## src/rtl/manchester_tx_if.sv

```systemverilog
// Byte/strobe input and encoded-line status outputs of the Manchester transmitter.
// The master side is the byte-assembly stage; the slave side is the transmitter.
interface manchester_tx_if;
    logic [7:0] data_in;
    logic       start;
    logic       manch_out;
    logic       busy;
    logic       done;

    modport master (
        output data_in,
        output start,
        input  manch_out,
        input  busy,
        input  done
    );

    modport slave (
        input  data_in,
        input  start,
        output manch_out,
        output busy,
        output done
    );
endinterface

```

## src/rtl/manchester_tx.sv

```systemverilog
// Serializes one byte as start bit, data MSB first, optional even parity,
// Manchester encoded (IEEE 802.3) with HALF_BIT_CYCLES clocks per half-bit.
module manchester_tx #(
    parameter int HALF_BIT_CYCLES = 4,
    parameter bit PARITY_EN       = 1'b1
) (
    input  logic             clk,
    input  logic             rst,
    manchester_tx_if.slave   bus
);

    localparam int              CW       = (HALF_BIT_CYCLES > 1) ? $clog2(HALF_BIT_CYCLES) : 1;
    localparam logic [CW-1:0]   CNT_MAX  = CW'(HALF_BIT_CYCLES - 1);
    localparam logic [3:0]      LAST_BIT = PARITY_EN ? 4'd9 : 4'd8;

    typedef enum logic [1:0] {IDLE, SEND, DONE} state_t;

    state_t         state;
    logic [CW-1:0]  half_cnt;
    logic [3:0]     bit_idx;
    logic           phase;
    logic [7:0]     shreg;
    logic           parity_bit;
    logic           manch_q;
    logic           busy_q;
    logic           done_q;

    logic [CW-1:0]  nxt_cnt;
    logic [3:0]     nxt_idx;
    logic           nxt_phase;
    logic [7:0]     nxt_shreg;
    logic           nxt_bit;
    logic           nxt_line;
    logic           frame_end;

    // Position of the next half-bit; shreg[7] always holds the current data bit.
    always_comb begin
        nxt_cnt   = half_cnt;
        nxt_idx   = bit_idx;
        nxt_phase = phase;
        nxt_shreg = shreg;
        frame_end = 1'b0;
        if (half_cnt == CNT_MAX) begin
            nxt_cnt = '0;
            if (phase) begin
                nxt_phase = 1'b0;
                if (bit_idx == LAST_BIT) begin
                    frame_end = 1'b1;
                end else begin
                    nxt_idx = bit_idx + 4'd1;
                    if (bit_idx != 4'd0) begin
                        nxt_shreg = {shreg[6:0], 1'b0};
                    end
                end
            end else begin
                nxt_phase = 1'b1;
            end
        end else begin
            nxt_cnt = half_cnt + CW'(1);
        end

        if (nxt_idx == 4'd0) begin
            nxt_bit = 1'b1;
        end else if (nxt_idx == 4'd9) begin
            nxt_bit = parity_bit;
        end else begin
            nxt_bit = nxt_shreg[7];
        end
        nxt_line = nxt_phase ? nxt_bit : ~nxt_bit;
    end

    always_ff @(posedge clk) begin
        if (rst) begin
            state      <= IDLE;
            half_cnt   <= '0;
            bit_idx    <= 4'd0;
            phase      <= 1'b0;
            shreg      <= 8'd0;
            parity_bit <= 1'b0;
            manch_q    <= 1'b0;
            busy_q     <= 1'b0;
            done_q     <= 1'b0;
        end else begin
            case (state)
                IDLE, DONE: begin
                    done_q <= 1'b0;
                    if (bus.start) begin
                        state      <= SEND;
                        shreg      <= bus.data_in;
                        parity_bit <= ^bus.data_in;
                        half_cnt   <= '0;
                        bit_idx    <= 4'd0;
                        phase      <= 1'b0;
                        manch_q    <= 1'b0;
                        busy_q     <= 1'b1;
                    end else begin
                        state   <= IDLE;
                        manch_q <= 1'b0;
                        busy_q  <= 1'b0;
                    end
                end
                SEND: begin
                    if (frame_end) begin
                        state   <= DONE;
                        manch_q <= 1'b0;
                        busy_q  <= 1'b0;
                        done_q  <= 1'b1;
                    end else begin
                        half_cnt <= nxt_cnt;
                        bit_idx  <= nxt_idx;
                        phase    <= nxt_phase;
                        shreg    <= nxt_shreg;
                        manch_q  <= nxt_line;
                    end
                end
                default: begin
                    state   <= IDLE;
                    manch_q <= 1'b0;
                    busy_q  <= 1'b0;
                    done_q  <= 1'b0;
                end
            endcase
        end
    end

    assign bus.manch_out = manch_q;
    assign bus.busy      = busy_q;
    assign bus.done      = done_q;

endmodule

```

## src/flat_wrapper.sv

```systemverilog
// flat-port wrapper written by rule: the top's interface ports become plain ports
module manchester_tx_flat 
#(
    parameter int HALF_BIT_CYCLES = 4,
    parameter bit PARITY_EN       = 1'b1
)
  (clk, rst, bus_data_in, bus_start, bus_manch_out, bus_busy, bus_done);
  manchester_tx_if bus_i ();
  input  logic clk;
  input  logic rst;
  input wire logic [$bits(bus_i.data_in)-1:0] bus_data_in;
  input wire logic [$bits(bus_i.start)-1:0] bus_start;
  output wire logic [$bits(bus_i.manch_out)-1:0] bus_manch_out;
  output wire logic [$bits(bus_i.busy)-1:0] bus_busy;
  output wire logic [$bits(bus_i.done)-1:0] bus_done;
  assign bus_i.data_in = bus_data_in;
  assign bus_i.start = bus_start;
  assign bus_manch_out = bus_i.manch_out;
  assign bus_busy = bus_i.busy;
  assign bus_done = bus_i.done;
  manchester_tx #(.HALF_BIT_CYCLES(HALF_BIT_CYCLES), .PARITY_EN(PARITY_EN)) u_core (.clk(clk), .rst(rst), .bus(bus_i));
endmodule
```

## config.mk

```make
export PLATFORM = sky130hd
export DESIGN_NAME = manchester_tx_flat
export DESIGN_NICKNAME = d
export VERILOG_FILES = /design/src/rtl/manchester_tx_if.sv /design/src/rtl/manchester_tx.sv /design/src/flat_wrapper.sv
export SDC_FILE = /design/constraint.sdc
export NUM_CORES = 1
export LEC_CHECK = 0
export BUFFER_PORTS_ARGS = -buffer_cell sky130_fd_sc_hd__buf_2
export CAP_MARGIN = 25
export CORE_MARGIN = 10
export CORE_UTILIZATION = 30
export CTS_CLUSTER_DIAMETER = 200
export DETAILED_ROUTE_END_ITERATION = 8
export PLACE_DENSITY = 0.5
export SLEW_MARGIN = 0
export SYNTH_ARGS = -nofsm -noshare
export SYNTH_HDL_FRONTEND = slang
export SYNTH_SLANG_ARGS = --single-unit
export TNS_END_PERCENT = 100
```

## constraint.sdc

```tcl
create_clock -name clk -period 3.5 [get_ports clk]
set_input_delay 0.875 -clock clk [delete_from_list [all_inputs] [get_ports clk]]
set_output_delay 0.875 -clock clk [all_outputs]
set_load 0.02 [all_outputs]
```

**After elaboration in Yosys (flattened, before gate mapping)**

Index checks and enable logic that the tools add are counted.

- Logic and storage cells: 71
- Bits of input ports: 11
- Register bits: 21
- Output and inout bits: 3

- $add $sub $neg: 2
- Equality and inequality tests: 12
- Bitwise gates (word level): 2
- Mux-type cells: 34
- Reductions and logical operators: 11

Operators with widths:

| operator | count |
|---|---|
| two-way mux 8 bit | 6 |
| two-way mux 4 bit | 5 |
| case mux 8 bit (2 select lines) | 1 |
| two-way mux 1 bit | 13 |
| equality test 4 bit (second input constant) | 2 |
| two-way mux 2 bit | 4 |
| != test 2 x 1 -> 1 bit (second input constant) | 4 |
| case mux 2 bit (2 select lines) | 2 |
| case mux 4 bit (2 select lines) | 1 |
| XOR reduction 8 bit | 1 |
| AND reduction 7 bit | 1 |
| != test 2 bit (second input constant) | 3 |
| adder 4 x 1 -> 4 bit (second input constant) | 1 |
| equality test 2 bit (second input constant) | 2 |
| logical NOT 4 bit | 1 |
| case mux 1 bit (2 select lines) | 2 |
| nonzero test 4 bit | 1 |
| OR reduction 2 bit | 2 |
| AND reduction 3 bit | 1 |
| OR reduction 3 bit | 1 |
| adder 2 x 1 -> 2 bit (second input constant) | 1 |
| equality test 2 x 1 -> 1 bit (second input constant) | 1 |
| logical NOT 2 bit | 1 |
| inverter 1 bit | 2 |
| other kinds (2) | 2 |

**Longest topological paths before layout**

- Word-level depth: 9
- Mapped depth: 10
- Mapped depth without buffers: 8

**Worst setup path after synthesis**

No wires, ideal clock.

- Path kind: register -> register
- Start point: register u_core.bit_idx[1]
- End point: register u_core.manch_q (netlist: u_core.bus.manch_out)
- Clock period less this slack: 2.081 ns
- Cell stages (with the launch flop): 10
- Setup slack: 1.419 ns
- Library setup time: 0.119 ns
- Data arrival time: 1.962 ns
- Path buffers: 1
- Data required time: 3.381 ns
- Cells stage by stage: dfxtp_1 > inv_1 > ha_1 > and3b_1 > buf_6 > or4_4 > a221o_1 > o211ai_2 > o21bai_2 > nand2_1

- Longest elaborated chain between the ends: 9
- Elaborated cells between the ends (all ways): 20
- Those cells by class: 1 x add/sub; 2 x eq/ne; 13 x mux; 1 x bitwise; 3 x reduce/logical

RTL lines:

| item | line | text |
|---|---|---|
| start, declared | manchester_tx.sv:20 | `logic [3:0] bit_idx;` |
| start signal, assigned | manchester_tx.sv:110 | `bit_idx <= nxt_idx;` |
| adder 4 x 1 -> 4 bit (tied with other cells) | manchester_tx.sv:50 | `nxt_idx = bit_idx + 4'd1;` |
| two-way mux 4 bit / two-way mux 8 bit (equally long branches) | manchester_tx.sv:47, manchester_tx.sv:51 |  |
| two-way mux 4 bit / two-way mux 8 bit (equally long branches) | manchester_tx.sv:45, manchester_tx.sv:47 |  |
| two-way mux 4 bit / two-way mux 8 bit (equally long branches) | manchester_tx.sv:43, manchester_tx.sv:45 |  |
| equality test 4 bit / two-way mux 8 bit (equally long branches) | manchester_tx.sv:64, manchester_tx.sv:43 |  |
| two-way mux 1 bit | manchester_tx.sv:64 | `end else if (nxt_idx == 4'd9) begin` |
| two-way mux 1 bit | manchester_tx.sv:62 | `if (nxt_idx == 4'd0) begin` |
| inverter 1 bit | manchester_tx.sv:69 | `nxt_line = nxt_phase ? nxt_bit : ~nxt_bit;` |
| two-way mux 1 bit | manchester_tx.sv:69 |  |
| end signal, assigned | manchester_tx.sv:113 | `manch_q <= nxt_line;` |
| end, declared | manchester_tx.sv:24 | `logic manch_q;` |

Parallel ways exist; a longest one is shown, timed or not. The select of a mux whose other input is x is not followed.
A chain may end at the register's enable or synchronous reset.

**Final worst setup path**

- Start point: register u_core.bit_idx[1]
- End point: register u_core.shreg[4]

- Longest elaborated chain between the ends: 6
- Elaborated cells between the ends (all ways): 9
- Those cells by class: 4 x eq/ne; 3 x mux; 2 x reduce/logical

RTL lines:

| item | line | text |
|---|---|---|
| equality test 4 bit | manchester_tx.sv:47 | `if (bit_idx == LAST_BIT) begin` |
| two-way mux 1 bit | manchester_tx.sv:47 |  |
| two-way mux 1 bit | manchester_tx.sv:45 | `if (phase) begin` |
| two-way mux 1 bit | manchester_tx.sv:43 | `if (half_cnt == CNT_MAX) begin` |
| != test 2 bit (no source line) | n/a |  |
| AND reduction 7 bit (no source line) * | n/a |  |
| end signal, assigned | manchester_tx.sv:89 | `shreg <= bus.data_in;` |
| end signal, assigned | manchester_tx.sv:112 | `shreg <= nxt_shreg;` |
| end, declared | manchester_tx.sv:22 | `logic [7:0] shreg;` |

Every way passes the cells marked *; elsewhere a longest branch is shown, timed or not.

==> flow_metrics.py <==
metrics = {
    "finish": {
        "final_area_mm2": 0.00135,
        "drive_gt1_share_pct": 16.1,
        "synthToLayoutAreaGrowth_pct": 10.8,
        "final-instance-count-excl-fill": 205,
        "diodes": 0,
        "fillers": 425,
        "nNetsFinal": 171,
    },
    "synthesis": {
        "synth_top_family_by_area": "simple AND/OR/NAND/NOR gates",
        "yosysUniqueCellTypes": 40,
        "synth_mux_area_share_pct": 2.46,
        "synthAdderAreaFrac_pct": 4.10,
        "synth_ff_type": "dfxtp_1",
        "netlist_top_cells_area": "dfxtp_1 33%, nand2_1 5.5%, xnor2_1 5.0%",
        "synth_edf_count": 0,
        "yosysWarnings": 0,
        "synth_top_area_share_pct": 32.8,
        "synth_seq_cells": 20,
        "syn-cell-area_mm2": 0.00122,
        "synthCells": 150,
        "syn_nets": 165,
        "synth_compound_area_share_pct": 23.7,
        "synthSimpleGateAreaFrac_pct": 24.9,
        "syn-mean-instance-area_um2": 8.14,
        "async_flop_share_pct": 0,
        "synth-xor-area-share_pct": 5.02,
        "seq_area_frac_synth_pct": 32.8,
        "synth_top_cell_by_area": "dfxtp_1",
    },
    "routing": {
        "via_count": 1073,
        "ant_nets": 0,
        "wl_per_cell_um": 13.4,
        "vias_per_cell": 5.23,
        "dr.first_iter.drc_count": 67,
        "drc": 0,
        "wl_mm": 2.76,
        "firstDrtPassIters": 4,
    },
    "critical_path": {
        "cp_max_fo": 13,
        "critical_path_arrival_ns": 2.53,
        "startpoint": "u_core.bit_idx[1]",
        "start_kind": "flip-flop",
        "end_kind": "flip-flop",
        "r2r_start": "u_core.bit_idx[1]",
        "worstSetupPathType": "flip-flop to flip-flop",
        "cp.required_ns": 3.66,
    },
    "min_path": {
        "hp-class": "flip-flop to flip-flop",
        "min-delay-start": "u_core.half_cnt[1]",
    },
    "power": {
        "vdd_drop_max_mv": 0.225,
        "fin_total_pwr_uw": 556,
        "p_leak_uw": 0.000485,
        "powerDensity_mw_per_mm2": 411,
    },
    "floorplan": {
        "rows": 23,
        "die_w_um": 83.8,
        "core_area_mm2": 0.00397,
        "io_pins": 14,
        "dieArea_mm2": 0.00702,
        "initial_core_util_pct": 30.7,
        "dieHeight_um": 83.8,
    },
    "sta": {
        "final_hold_viol_count": 0,
        "timing.fmax_mhz": 421,
        "setup_viol": 0,
        "final_max_slew_viol_count": 0,
        "period_share_pct": 67.8,
        "finClkSkew_ns": 0.00694,
        "worst_pin_slew_ns": 0.729,
        "maxSlewHeadroom_pct": 51.4,
        "fin_setup_tns_ns": 0,
        "fin_crit_ns": 2.37,
        "rsz0062_at_grt": "no",
    },
    "outcome": {
        "status": "completed",
    },
    "clock_network": {
        "clock_tree.root_cell": "clkbuf_8",
        "holdBufCountCts": 0,
        "cts_tree": "done",
        "cts_buffer_depth": 2,
        "cts.sinks": 20,
        "insertion_delay_ns": 0.26,
        "numCtsBuffers": 3,
        "post_cts_resized": 0,
        "path_clk_slew_ns": 0.08,
        "post_cts_buffers": 0,
        "htreeDepth": 1,
    },
    "global_route": {
        "grt_pass1_wl_mm": 4.68,
        "overflow": 0,
        "track_usage_pct": 7.69,
        "grt_pass1_vias": 1021,
        "grt_max_degree": 24,
        "antenna_found_initial": 0,
    },
    "job": {
        "drv_cap": 0,
    },
    "placed_design": {
        "port_buffers": 13,
        "dp.cells": 201,
        "gp_congestion": 0.923,
        "post_dp_cell_area_mm2": 0.00128,
        "post-dp-hpwl_mm": 2.03,
    },
}
==> cell usage after synthesis, types with 3 or more instances <==
library cell	instances
nor2b_1	3
nand2_1	18
mux2i_1	3
o21ai_0	6
dfxtp_1	20
nor2_1	15
nor4_1	4
a311oi_1	6
clkbuf_1	6
inv_1	3
a211oi_1	3
buf_2	3
nand3_1	3
nor3_1	3
xnor2_1	7
ha_1	4
a21oi_1	12
==> power by group <==
group | internal [uW] | switching (uW) | total [uW]
combinational | 32.2 | 48.6 | 80.8
clock | 153 | 74.2 | 227
sequential | 241 | 7.24 | 248
total | 426 | 130 | 556
==> state kept, by name (all words and copies together), names as in the netlist <==
name                  flops
u_core.phase              1
u_core.half_cnt           2
u_core.bit_idx            4
u_core.parity_bit         1
u_core.bus.manch_out      1
u_core.state              2
u_core.bus.done           1
u_core.shreg              8
==> area by class of cell <==
class | count | area (um2) | share of cell area (%)
Clock buffer | 3 | 41.3 | 3.05
Clock inverter | 1 | 30.0 | 2.22
Inverter | 3 | 11.3 | 0.833
Multi-Input combinational cell | 114 | 734 | 54.3
Sequential cell | 20 | 400 | 29.6
Tap cell | 50 | 62.6 | 4.63
Timing Repair Buffer | 14 | 72.6 | 5.37
==> worst paths after layout <==
path | to | slack [ns] | cells after the start
max | u_core.shreg[4] | 1.13 | 8
min | u_core.half_cnt[1] | 0.47 | 2
max reg2reg | u_core.shreg[4] | 1.13 | 8
min reg2reg | u_core.half_cnt[1] | 0.47 | 2
==> through the flow <==
step	hold WS [ns]	worst slack, ns	utilization, %
after detailed placement	0.456	1.06	32.3
after CTS	0.468	1.15	34.1
after global routing	0.506	0.897	34.1
after floorplan	0.436	1.42	-
after global placement	0.452	1.16	32.3
final	0.466	1.13	34.1
==> critical path, cell delays in order (launching register included) <==
cell	delay, ns
dfxtp_1	0.47
inv_1	0.12
ha_1	0.25
and3b_1	0.28
a21oi_4	0.24
nor2_2	0.12
a21oi_2	0.43
nor2_1	0.08
a311oi_1	0.27
==> cell usage in the layout, fill, tap and decap left out, types with 2 or more instances in the layout <==
| cell | synthesis | layout |
|---|---|---|
| clkbuf_8 | 0 | 3 |
| dfxtp_1 | 20 | 20 |
| nand3_1 | 3 | 3 |
| xnor2_1 | 7 | 7 |
| mux2i_1 | 3 | 3 |
| nor2_1 | 15 | 15 |
| nor2b_1 | 3 | 3 |
| a311oi_1 | 6 | 6 |
| a21boi_0 | 2 | 2 |
| ha_1 | 4 | 4 |
| o21ai_0 | 6 | 6 |
| o211ai_1 | 2 | 2 |
| nand2_1 | 18 | 18 |
| nand2b_1 | 2 | 2 |
| and3b_1 | 2 | 2 |
| a21oi_1 | 12 | 12 |
| nor4_1 | 4 | 4 |
| o2111ai_1 | 2 | 2 |
| buf_2 | 3 | 13 |
| inv_1 | 3 | 3 |
| nor3_1 | 3 | 3 |
| nor4b_1 | 2 | 2 |
| a211oi_1 | 3 | 3 |
==> kinds of logic after synthesis <==
family                   after synthesis
XOR/XNOR                               7
AND/OR/NAND/NOR                       60
buffers and inverters                 16
flip-flops                            20
AO/OA/AOI/OAI                         40
multiplexers                           3
adder cells (fa/ha/maj)                4
==> layer usage <==
| layer | GRT usage (%) | wire length, um | up-vias |
|---|---|---|---|
| li1 | - | - | 546 |
| met1 | 9.00 | 1320 | 502 |
| met2 | 13.0 | 1330 | 21 |
| met3 | 1.17 | 66 | 4 |
| met4 | 4.26 | 46 | 0 |
| met5 | 0 | 0 | - |
Power figures use the tool's default switching activity.
